## src/rtl/uart_pkg.sv

```systemverilog
// Shared UART definitions: receiver state encoding, frame constants and the
// default bit period used by the rx (and tx) blocks.
package uart_pkg;

  localparam int   UART_DATA_BITS    = 8;
  localparam logic UART_IDLE_LEVEL   = 1'b1;
  localparam int   UART_CLKS_PER_BIT = 16;

  typedef enum logic [2:0] {
    RX_IDLE,
    RX_START,
    RX_DATA,
    RX_PARITY,
    RX_STOP,
    RX_WAIT_HIGH
  } rx_state_e;

  // Even parity: the parity bit that makes the total count of ones even.
  function automatic logic even_parity(input logic [UART_DATA_BITS-1:0] data);
    return ^data;
  endfunction

endpackage

```

## src/rtl/uart_rx_if.sv

```systemverilog
// Byte-level handshake between uart_rx (master) and its consumer (slave).
interface uart_rx_if;
  import uart_pkg::*;

  logic [UART_DATA_BITS-1:0] rx_byte;
  logic                      rx_valid;
  logic                      rx_ack;
  logic                      rx_receiving;
  logic                      rx_frame_err;
  logic                      rx_overrun;
  logic                      rx_parity_err;

  modport master (
    output rx_byte, rx_valid, rx_receiving, rx_frame_err, rx_overrun, rx_parity_err,
    input  rx_ack
  );

  modport slave (
    input  rx_byte, rx_valid, rx_receiving, rx_frame_err, rx_overrun, rx_parity_err,
    output rx_ack
  );

endinterface

```

## src/rtl/uart_rx_sync.sv

```systemverilog
// Two-flop synchronizer for an asynchronous input; both flops reset to
// RESET_VAL so the output comes up at the line's idle level.
module uart_rx_sync #(
  parameter logic RESET_VAL = 1'b1
) (
  input  logic clk,
  input  logic rst_n,
  input  logic d_i,
  output logic q_o
);

  logic [1:0] sync_q;

  // NOTE: clocked state uses non-blocking assignments so both flops sample
  // the pre-edge values; blocking here would collapse the chain to one flop.
  always_ff @(posedge clk or negedge rst_n) begin
    if (!rst_n) begin
      sync_q <= {2{RESET_VAL}};
    end else begin
      sync_q <= {sync_q[0], d_i};
    end
  end

  assign q_o = sync_q[1];

endmodule

```

## src/rtl/uart_rx.sv

```systemverilog
// 8-bit oversampling UART receiver with a one-entry holding register.
// Define UART_RX_PARITY_EN for 8E1 frames (even-parity bit after bit 7).
module uart_rx
  import uart_pkg::*;
#(
  parameter int CLKS_PER_BIT = UART_CLKS_PER_BIT
) (
  input  logic         clk,
  input  logic         rst_n,
  input  logic         rx_input,
  uart_rx_if.master    bus
);

  localparam int CW = (CLKS_PER_BIT > 1) ? $clog2(CLKS_PER_BIT) : 1;
  localparam logic [CW-1:0] CNT_FULL = CW'(CLKS_PER_BIT - 1);
  localparam logic [CW-1:0] CNT_HALF = CW'(CLKS_PER_BIT / 2 - 1);

`ifdef UART_RX_PARITY_EN
  localparam rx_state_e AFTER_DATA = RX_PARITY;
`else
  localparam rx_state_e AFTER_DATA = RX_STOP;
`endif

  logic                      rxs;
  rx_state_e                 state_q;
  logic [CW-1:0]             cnt_q;
  logic [2:0]                idx_q;
  logic [UART_DATA_BITS-1:0] shift_q;
  logic [UART_DATA_BITS-1:0] byte_q;
  logic                      valid_q;
  logic                      receiving_q;
  logic                      frame_err_q;
  logic                      overrun_q;
  logic                      bit_end;
  logic                      ack_take;

  uart_rx_sync #(
    .RESET_VAL (UART_IDLE_LEVEL)
  ) u_sync (
    .clk   (clk),
    .rst_n (rst_n),
    .d_i   (rx_input),
    .q_o   (rxs)
  );

  assign bit_end  = (cnt_q == CNT_FULL);
  assign ack_take = bus.rx_ack && valid_q;

`ifdef UART_RX_PARITY_EN
  logic parity_err_q;
`endif

  always_ff @(posedge clk or negedge rst_n) begin
    if (!rst_n) begin
      state_q     <= RX_IDLE;
      cnt_q       <= '0;
      idx_q       <= '0;
      shift_q     <= '0;
      byte_q      <= '0;
      valid_q     <= 1'b0;
      receiving_q <= 1'b0;
      frame_err_q <= 1'b0;
      overrun_q   <= 1'b0;
`ifdef UART_RX_PARITY_EN
      parity_err_q <= 1'b0;
`endif
    end else begin
      frame_err_q <= 1'b0;
`ifdef UART_RX_PARITY_EN
      parity_err_q <= 1'b0;
`endif
      // NOTE: the consumer ack is applied first; a delivery further down in
      // the same cycle overrides valid_q, so delivery wins over ack.
      if (ack_take) begin
        valid_q   <= 1'b0;
        overrun_q <= 1'b0;
      end

      case (state_q)
        RX_IDLE: begin
          if (!rxs) begin
            state_q <= RX_START;
            cnt_q   <= '0;
          end
        end

        RX_START: begin
          if (cnt_q == CNT_HALF) begin
            cnt_q <= '0;
            if (!rxs) begin
              state_q     <= RX_DATA;
              idx_q       <= '0;
              receiving_q <= 1'b1;
            end else begin
              state_q <= RX_IDLE;
            end
          end else begin
            cnt_q <= cnt_q + CW'(1);
          end
        end

        RX_DATA: begin
          if (bit_end) begin
            cnt_q          <= '0;
            shift_q[idx_q] <= rxs;
            idx_q          <= idx_q + 3'd1;
            if (idx_q == 3'd7) state_q <= AFTER_DATA;
          end else begin
            cnt_q <= cnt_q + CW'(1);
          end
        end

`ifdef UART_RX_PARITY_EN
        RX_PARITY: begin
          if (bit_end) begin
            cnt_q        <= '0;
            parity_err_q <= (rxs != even_parity(shift_q));
            state_q      <= RX_STOP;
          end else begin
            cnt_q <= cnt_q + CW'(1);
          end
        end
`endif

        RX_STOP: begin
          if (bit_end) begin
            cnt_q       <= '0;
            receiving_q <= 1'b0;
            if (rxs) begin
              state_q <= RX_IDLE;
              byte_q  <= shift_q;
              valid_q <= 1'b1;
              if (valid_q && !bus.rx_ack) overrun_q <= 1'b1;
            end else begin
              frame_err_q <= 1'b1;
              state_q     <= RX_WAIT_HIGH;
            end
          end else begin
            cnt_q <= cnt_q + CW'(1);
          end
        end

        // A held-low (break) line must return high before a new start counts.
        RX_WAIT_HIGH: begin
          if (rxs) state_q <= RX_IDLE;
        end

        default: state_q <= RX_IDLE;
      endcase
    end
  end

  assign bus.rx_byte      = byte_q;
  assign bus.rx_valid     = valid_q;
  assign bus.rx_receiving = receiving_q;
  assign bus.rx_frame_err = frame_err_q;
  assign bus.rx_overrun   = overrun_q;
`ifdef UART_RX_PARITY_EN
  assign bus.rx_parity_err = parity_err_q;
`else
  assign bus.rx_parity_err = 1'b0;
`endif

endmodule

```

## src/flat_wrapper.sv

```systemverilog
// flat-port wrapper written by rule: the top's interface ports become plain ports
module uart_rx_flat import uart_pkg::*;
#(
  parameter int CLKS_PER_BIT = UART_CLKS_PER_BIT
)
  (clk, rst_n, rx_input, bus_rx_byte, bus_rx_valid, bus_rx_receiving, bus_rx_frame_err, bus_rx_overrun, bus_rx_parity_err, bus_rx_ack);
  uart_rx_if bus_i ();
  input  logic clk;
  input  logic rst_n;
  input  logic rx_input;
  output wire logic [$bits(bus_i.rx_byte)-1:0] bus_rx_byte;
  output wire logic [$bits(bus_i.rx_valid)-1:0] bus_rx_valid;
  output wire logic [$bits(bus_i.rx_receiving)-1:0] bus_rx_receiving;
  output wire logic [$bits(bus_i.rx_frame_err)-1:0] bus_rx_frame_err;
  output wire logic [$bits(bus_i.rx_overrun)-1:0] bus_rx_overrun;
  output wire logic [$bits(bus_i.rx_parity_err)-1:0] bus_rx_parity_err;
  input wire logic [$bits(bus_i.rx_ack)-1:0] bus_rx_ack;
  assign bus_rx_byte = bus_i.rx_byte;
  assign bus_rx_valid = bus_i.rx_valid;
  assign bus_rx_receiving = bus_i.rx_receiving;
  assign bus_rx_frame_err = bus_i.rx_frame_err;
  assign bus_rx_overrun = bus_i.rx_overrun;
  assign bus_rx_parity_err = bus_i.rx_parity_err;
  assign bus_i.rx_ack = bus_rx_ack;
  uart_rx #(.CLKS_PER_BIT(CLKS_PER_BIT)) u_core (.clk(clk), .rst_n(rst_n), .rx_input(rx_input), .bus(bus_i));
endmodule
```

## config.mk

```make
export PLATFORM = sky130hd
export DESIGN_NAME = uart_rx_flat
export DESIGN_NICKNAME = d
export VERILOG_FILES = /design/src/rtl/uart_pkg.sv /design/src/rtl/uart_rx_if.sv /design/src/rtl/uart_rx_sync.sv /design/src/rtl/uart_rx.sv /design/src/flat_wrapper.sv
export SDC_FILE = /design/constraint.sdc
export NUM_CORES = 1
export LEC_CHECK = 0
export CAP_MARGIN = 20
export CORE_MARGIN = 2
export CORE_UTILIZATION = 40
export DETAILED_ROUTE_END_ITERATION = 7
export RECOVER_POWER = 50
export SKIP_CTS_REPAIR_TIMING = 1
export SYNTH_ARGS = -nofsm -noshare
export SYNTH_HDL_FRONTEND = slang
export SYNTH_SLANG_ARGS = --single-unit
```

## constraint.sdc

```tcl
create_clock -name clk -period 2.2 [get_ports clk]
set_input_delay 0.44 -clock clk [delete_from_list [all_inputs] [get_ports clk]]
set_output_delay 0.44 -clock clk [all_outputs]
set_load 0.1 [all_outputs]
```

==> results of run 1 <==
path summary, 6_finish.rpt:
check	startpoint	end	slack (ps)	depth (start not counted)
worst max register to register	u_core.cnt_q[0]	u_core.shift_q[4]	340	5
worst max-delay path	u_core.cnt_q[0]	u_core.shift_q[4]	340	5
worst min register to register	u_core.u_sync.sync_q[0]	u_core.u_sync.sync_q[1]	360	0
min in group asynchronous	rst_n	u_core.state_q[0]	760	2
worst min-delay path	u_core.u_sync.sync_q[0]	u_core.u_sync.sync_q[1]	360	0
max in group asynchronous	rst_n	u_core.bus.rx_valid	950	2
registers in the layout, indices dropped and copies added (netlist names), named ones only:
name,flops
u_core.bus.rx_frame_err,1
u_core.state_q,3
u_core.bus.rx_byte,8
u_core.idx_q,3
u_core.shift_q,8
u_core.bus.rx_valid,1
u_core.cnt_q,4
u_core.u_sync.sync_q,2
u_core.bus.rx_receiving,1
layout make-up:
class                      instances  area (um^2)  share of cell area (%)
sequential                        32        803.3                   45.40
clock buffer                       7        86.33                   4.880
clock inverter                     1        7.507                  0.4243
multi-input combinational         89        678.2                   38.33
tap                               48        60.06                   3.395
timing repair buffer              16        115.1                   6.506
inverter                           5        18.77                   1.061
cell usage after synthesis, drive strengths merged (2+ instances only):
master / instances
a21oi: 4
a31oi: 3
a32oi: 2
and3: 2
buf: 10
clkbuf: 2
dfrtp: 30
dfstp: 2
ha: 3
inv: 5
mux2: 16
nand2: 13
nand3: 7
nand4: 2
nand4b: 2
nor2: 5
nor2b: 2
nor3: 2
nor4: 2
nor4b: 2
o21ai: 4
xor2: 2
cells by family (layout without fill, tap and decap cells):
kind of cell	Yosys count	after routing	synth area share, %
other	1	1	0.2400
AO/OA/AOI/OAI	20	20	9.289
multiplexers	17	17	12.17
XOR/XNOR	3	3	1.682
buffers and inverters	17	29	5.204
adder cells (fa/ha/maj)	4	4	3.123
flip-flops	32	32	51.40
AND/OR/NAND/NOR	44	44	16.89
metrics by stage:
step	power, mW	hold WS [ps]	setup slack, ps
finish	1.611	359.1	344.2
global route	1.704	362.6	202.5
CTS	1.630	361.8	338.8
detailed placement	1.157	352.6	353.7
global placement	1.141	348.9	364.9
floorplan	1.075	144.4	489.1
power breakdown:
| part | internal, mW | switching, mW |
|---|---|---|
| combinational | 0.155 | 0.241 |
| clock | 0.254 | 0.213 |
| sequential | 0.649 | 0.0985 |
layer usage:
| metal | global-route usage, % | vias up | routed length [um] |
|---|---|---|---|
| met5 | 0 | - | 0 |
| met4 | 9.184 | 0 | 57 |
| met3 | 5.068 | 6 | 131 |
| met2 | 22.38 | 20 | 1262 |
| met1 | 18.78 | 528 | 1327 |
| li1 | - | 514 | - |
worst max-delay path, stage by stage (launching register included):
cell and delay, ps:
dfrtp_1 380, ha_1 310, and3_4 270, nand3_4 110, nor4b_1 310, mux2_2 370
==> flow_summary.json, run 1 <==
{
  "finalNonFillerCells": 198,
  "syn_inst": 138,
  "worstPathArrival_ps": 2030,
  "grt.overflow.total": 0,
  "rows": 22,
  "required_ps": 2370,
  "nFillCells": 359,
  "yosysSeqAreaShare_pct": 51.40,
  "area_growth_pct": 13.21,
  "yosysTopAreaCell": "dfrtp_1",
  "fin_crit_ps": 1856,
  "dr_total_vias": 1068,
  "grt_pass1_wl_mm": 4.912,
  "numCtsBuffers": 5,
  "die_y_um": 66.51,
  "worstSetupPathType": "reg -> reg",
  "maxCapViolations": 0,
  "firstDrtPassIters": 4,
  "clockBufferDepth": 2,
  "ys.flop_type": "dfrtp_1",
  "stdcell_area_mm2": 0.001769,
  "postRouteAntennaNets": 0,
  "antenna_cells": 0,
  "syn_area_mm2": 0.001563,
  "cellLeakagePower_nw": 0.8502,
  "syn_avg_cell_area_um2": 11.32,
  "clk_pin_slew_ps": 60,
  "drt_iter0_drc": 30,
  "dieWidth_um": 66.51,
  "synthArstFlopShare_pct": 100.0,
  "viasPerCell": 5.394,
  "peakVddDrop_mv": 0.6378,
  "tritoncts": "built",
  "pwr_density_cell_mw_per_mm2": 910.5,
  "gp_congestion": 0.7957,
  "track_usage_pct": 15.04,
  "wl_mm": 2.779,
  "clock-sinks": 32,
  "hold_viol": 0,
  "final_util_pct": 47.61,
  "skew_ps": 4.471,
  "slew_viol_final": 0,
  "finalCritPeriodShare_pct": 84.36,
  "drive_gt1_share_pct": 28.67,
  "drc": 0,
  "end_kind": "flip-flop",
  "core_mm2": 0.003716,
  "status": "completed",
  "start_util_pct": 42.05,
  "root_buffer": "clkbuf_8",
  "tightest_slew_ps": 772.3,
  "cp_max_fo": 8,
  "wl_per_cell_um": 14.04,
  "ioPinCount": 17,
  "ys_ff_latch": 32,
  "placed_area_mm2": 0.001688,
  "final_nets": 156,
  "fmax_mhz": 538.8,
  "yosys-top-cells-area": "dfrtp_1 (48%), mux2_2 (10%), dfstp_2 (3.4%)",
  "antenna_found_initial": 0,
  "synth_edf_count": 0,
  "yosysWarnings": 0,
  "finalSetupViolCount": 0,
  "insertion_delay_ps": 290,
  "final_cell_mix": "dfrtp_1 (30), mux2_2 (14), nand2_1 (13)",
  "synth_cell_type_count": 45,
  "syn_nets": 145,
  "max_slew_margin_pct": 48.52,
  "grt_max_degree": 33,
  "final_common_cell": "dfrtp_1",
  "fp.dieArea_mm2": 0.004423,
  "start_kind": "flip-flop",
  "portBuffers": 15,
  "tns_ps": 0,
  "grt_pass1_vias": 1029,
  "post-dp-hpwl_mm": 1.852,
  "synth.top_cell.area_share_pct": 48.04,
  "htree_levels": 2,
  "rsz0062_at_grt": "false",
  "hold_class": "reg -> reg",
  "placed_cells_incl_taps": 190
}
No activity file was read; power rests on OpenSTA's default activity.
==> run 2, diff against run 1 <==
clock period = 1.5 ns   (was 2.2 ns; I/O delays follow)
==> flow_summary.json, run 2 (same netlist as run 1, synthesis figures left out) <==
{
  "status": "complete, but fails checks",
  "violations": "negative setup slack",
  "cp_max_fo": 7,
  "hp-start": "u_core.u_sync.sync_q[0]",
  "maxCapViolations": 0,
  "whs_ps": 355.5,
  "start_kind": "flip-flop",
  "grt_pass1_wl_mm": 5.043,
  "required_ps": 1670,
  "clockBufferDepth": 2,
  "cp_cell_sequence": "ha_4 -> buf_6 -> nand3b_1 -> a32oi_2 -> nor2_1 -> a211o_1",
  "dieWidth_um": 66.51,
  "pwr_density_cell_mw_per_mm2": 1216,
  "rsz0062_at_grt": "true",
  "antenna_found_initial": 0,
  "cellLeakagePower_nw": 1.057,
  "numCtsBuffers": 5,
  "core_mm2": 0.003716,
  "postRouteAntennaNets": 0,
  "final_cell_mix": "dfrtp_1 (27), buf_4 (26), nand2_1 (13)",
  "area_growth_pct": 46.36,
  "hold_viol": 0,
  "worstSetupPathType": "reg -> reg",
  "root_buffer": "clkbuf_8",
  "start_util_pct": 42.05,
  "hold_class": "reg -> reg",
  "wl_mm": 3.413,
  "fin_ws_ps": -83.33,
  "drive_gt1_share_pct": 47.19,
  "grt_pass1_vias": 1082,
  "clock-sinks": 32,
  "finalSetupViolCount": 14,
  "fmax_mhz": 631.6,
  "rows": 22,
  "gp_congestion": 0.7752,
  "finalCritPeriodShare_pct": 105.6,
  "ff2ff_setup_slack_ps": -80,
  "rr_worst_depth": 6,
  "ioPinCount": 17,
  "peakVddDrop_mv": 0.8058,
  "fin_crit_ps": 1583,
  "wl_per_cell_um": 15.10,
  "grt.overflow.total": 0,
  "grt_max_degree": 33,
  "worstPathArrival_ps": 1750,
  "drc": 0,
  "skew_ps": 4.391,
  "tritoncts": "built",
  "min_to": "u_core.u_sync.sync_q[1]",
  "reg2reg_from": "u_core.cnt_q[1]",
  "reg2reg_to": "u_core.cnt_q[3]",
  "slowest_stage": "dfrtp_1",
  "track_usage_pct": 15.40,
  "portBuffers": 15,
  "final_common_cell": "dfrtp_1",
  "firstDrtPassIters": 4,
  "tns_ps": -531.0,
  "slew_viol_final": 0,
  "dr_total_vias": 1197,
  "nFillCells": 284,
  "fp.dieArea_mm2": 0.004423,
  "tightest_slew_ps": 793.8,
  "clk_pin_slew_ps": 70,
  "whs_path_depth": 0,
  "max_slew_margin_pct": 47.08,
  "antenna_cells": 0,
  "slowest_delay_ps": 390,
  "post-dp-hpwl_mm": 2.154,
  "die_y_um": 66.51,
  "insertion_delay_ps": 280,
  "final_nets": 184,
  "drt_iter0_drc": 50,
  "end_kind": "flip-flop",
  "htree_levels": 2,
  "viasPerCell": 5.296
}
[run 2: cell types whose count changed in the layout (fill, tap and decap cells not counted), moves of 2 or more]
cell,change
buf_12,+12
buf_4,+18
clkbuf_2,-4
dfrtp_1,-3
dfrtp_2,+3
mux2_2,-8
mux2_4,+9
nand3_4,+2
nor4b_1,-2
nor4b_4,+2
[run 2: area by class of cell]
cell class / count / area (um^2) / share of cell area [%]
multi-input cells: 90 / 825.8 / 36.11
repair buffers: 43 / 481.7 / 21.06
well taps: 48 / 60.06 / 2.626
inverters: 5 / 18.77 / 0.8206
clock buffers: 7 / 86.33 / 3.775
flip-flops and latches: 32 / 807.0 / 35.28
clock inverters: 1 / 7.507 / 0.3282
[run 2: per-layer routing]
layer,routed length [um],global-route usage (%)
met2,1714,24.13
met4,74,6.122
met1,1449,19.61
met5,0,0
met3,175,5.068
[run 2: how the worst max path moves through the flow]
| stage | start | endpoint | slack [ps] | depth (start not counted) |
|---|---|---|---|---|
| detailed placement | u_core.state_q[2] | u_core.cnt_q[3] | -150 | 5 |
| CTS | u_core.state_q[1] | u_core.cnt_q[3] | -160 | 4 |
| global placement | u_core.state_q[0] | u_core.bus.rx_byte[5] | -110 | 4 |
| floorplan | u_core.cnt_q[0] | u_core.shift_q[3] | -90 | 6 |
| finish | u_core.cnt_q[1] | u_core.cnt_q[3] | -80 | 6 |
| global route | u_core.cnt_q[1] | u_core.cnt_q[3] | -140 | 6 |
[run 2: through the flow]
step | area, um^2 | setup slack (ps) | std cells | power [mW] | util [%]
after detailed placement | 2012 | -147.5 | 207 | 1.956 | 54.14
after global placement | 2012 | -110.3 | 207 | 1.926 | 54.14
after floorplan | 1607 | -91.88 | 138 | 1.609 | -
final | 2287 | -83.33 | 226 | 2.782 | 61.55
after CTS | 2106 | -163.3 | 215 | 2.653 | 56.67
after global routing | 2287 | -139.7 | 226 | 2.929 | 61.55
[run 2: report_power, final]
| part | switching, mW | internal (mW) | leakage [nW] |
|---|---|---|---|
| combinational | 0.514 | 0.512 | 0.591 |
| clock | 0.322 | 0.372 | 0.0445 |
| sequential | 0.105 | 0.956 | 0.422 |
| total | 0.941 | 1.84 | 1.06 |
[run 2: worst max-delay path: cells and delay by family, from the launching register on]
family,cells,cell delay (ps)
buffers and inverters,1,110
AO/OA/AOI/OAI,2,660
adder cells (fa/ha/maj),1,150
AND/OR/NAND/NOR,2,150
flip-flops,1,390
==> run 3, diff against run 2 <==
PLACE_DENSITY = 0.59   (was not set)
SETUP_SLACK_MARGIN = 0.1   (was not set)
clock period = 1.4 ns   (was 1.5 ns; I/O delays follow)
==> flow_summary.json, run 3 (same netlist as run 1, synthesis figures left out) <==
{
  "status": "complete, but fails checks",
  "violations": "negative setup slack",
  "clk_pin_slew_ps": 70,
  "htree_levels": 2,
  "postRouteAntennaNets": 0,
  "maxCapViolations": 0,
  "grt_pass1_wl_mm": 5.340,
  "cp_max_fo": 7,
  "slew_viol_final": 0,
  "cellLeakagePower_nw": 1.078,
  "wl_mm": 3.405,
  "core_mm2": 0.003716,
  "firstDrtPassIters": 4,
  "fin_ws_ps": -182.1,
  "final_nets": 185,
  "gp_congestion": 0.7858,
  "ioPinCount": 17,
  "wl_per_cell_um": 15.00,
  "skew_ps": 3.551,
  "grt_pass1_vias": 1144,
  "fmax_mhz": 632.1,
  "tritoncts": "built",
  "clock-sinks": 32,
  "pwr_density_cell_mw_per_mm2": 1393,
  "fin_crit_ps": 1582,
  "finalCritPeriodShare_pct": 113.0,
  "hold_class": "reg -> reg",
  "post-dp-hpwl_mm": 2.186,
  "antenna_found_initial": 0,
  "start_util_pct": 42.05,
  "rsz0062_at_grt": "true",
  "die_y_um": 66.51,
  "dr_total_vias": 1188,
  "start_kind": "flip-flop",
  "drt_iter0_drc": 27,
  "viasPerCell": 5.233,
  "clockBufferDepth": 2,
  "peakVddDrop_mv": 0.7923,
  "insertion_delay_ps": 280,
  "grt_max_degree": 33,
  "cp_cell_sequence": "ha_4 -> and3_4 -> nand3_4 -> nor3_1 -> mux2_2",
  "final_cell_mix": "dfrtp_1 (26), buf_4 (25), nand2_1 (13)",
  "dieWidth_um": 66.51,
  "finalSetupViolCount": 23,
  "rows": 22,
  "max_slew_margin_pct": 48.00,
  "fin_total_pwr_mw": 3.270,
  "hold_viol": 0,
  "drive_gt1_share_pct": 50.28,
  "area_growth_pct": 50.20,
  "drc": 0,
  "placed_cells_incl_taps": 210,
  "fp.dieArea_mm2": 0.004423,
  "numCtsBuffers": 5,
  "final_common_cell": "dfrtp_1",
  "finalNonFillerCells": 227,
  "end_kind": "flip-flop",
  "whs_ps": 358.3,
  "antenna_cells": 0,
  "worstSetupPathType": "reg -> reg",
  "worstPathArrival_ps": 1750,
  "tightest_slew_ps": 780.0,
  "grt.overflow.total": 0,
  "slowest_delay_ps": 390,
  "slowest_stage": "dfrtp_1",
  "required_ps": 1570,
  "root_buffer": "clkbuf_8",
  "track_usage_pct": 16.22,
  "portBuffers": 15
}
[run 3: cell type report]
cell class                 count  area [um^2]
fill                         300         1369
multi-input combinational     90        843.3
sequential                    32        808.3
timing repair buffer          44        490.5
clock buffer                   7        96.34
tap                           48        60.06
clock inverter                 1        30.03
inverter                       5        18.77
[run 3: final timing paths]
path                                    startpoint                 endpoint  slack, ps  cells after the start
max                                u_core.cnt_q[1]        u_core.shift_q[5]       -180                      5
min                        u_core.u_sync.sync_q[0]  u_core.u_sync.sync_q[1]        360                      0
max reg2reg                        u_core.cnt_q[1]        u_core.shift_q[5]       -180                      5
min reg2reg                u_core.u_sync.sync_q[0]  u_core.u_sync.sync_q[1]        360                      0
max in group asynchronous                    rst_n      u_core.bus.rx_valid        240                      2
min in group asynchronous                    rst_n        u_core.state_q[0]        600                      2
[run 3: report_power, final]
part | internal [mW] | total, mW | switching [mW]
Sequential | 1.02 | 1.12 | 0.0994
Combinational | 0.581 | 1.17 | 0.589
Clock | 0.628 | 0.976 | 0.349
[run 3: stage by stage]
step	utilization, %	worst slack [ps]	TNS (ps)	cell area, um^2
after floorplan	-	-191.5	-1579	1618
after global placement	54.85	-193.1	-2990	2038
after detailed placement	54.85	-233.0	-4051	2038
after CTS	58.25	-242.8	-4348	2165
after global routing	63.17	-260.9	-4074	2347
final	63.17	-182.1	-2351	2347
[run 3: per-layer routing]
metal	vias to the layer above	global-route usage [%]	wire (um)
met5	-	0	0
met4	0	6.633	34
met3	4	5.068	129
met2	22	25.12	1724
met1	585	21.00	1517
li1	577	-	-
[run 3: worst max-delay path, delay by kind of cell (launching register included)]
family / cells / cell delay (ps)
simple gates: 3 / 560
mux: 1 / 360
flops: 1 / 390
fa+ha+maj: 1 / 150
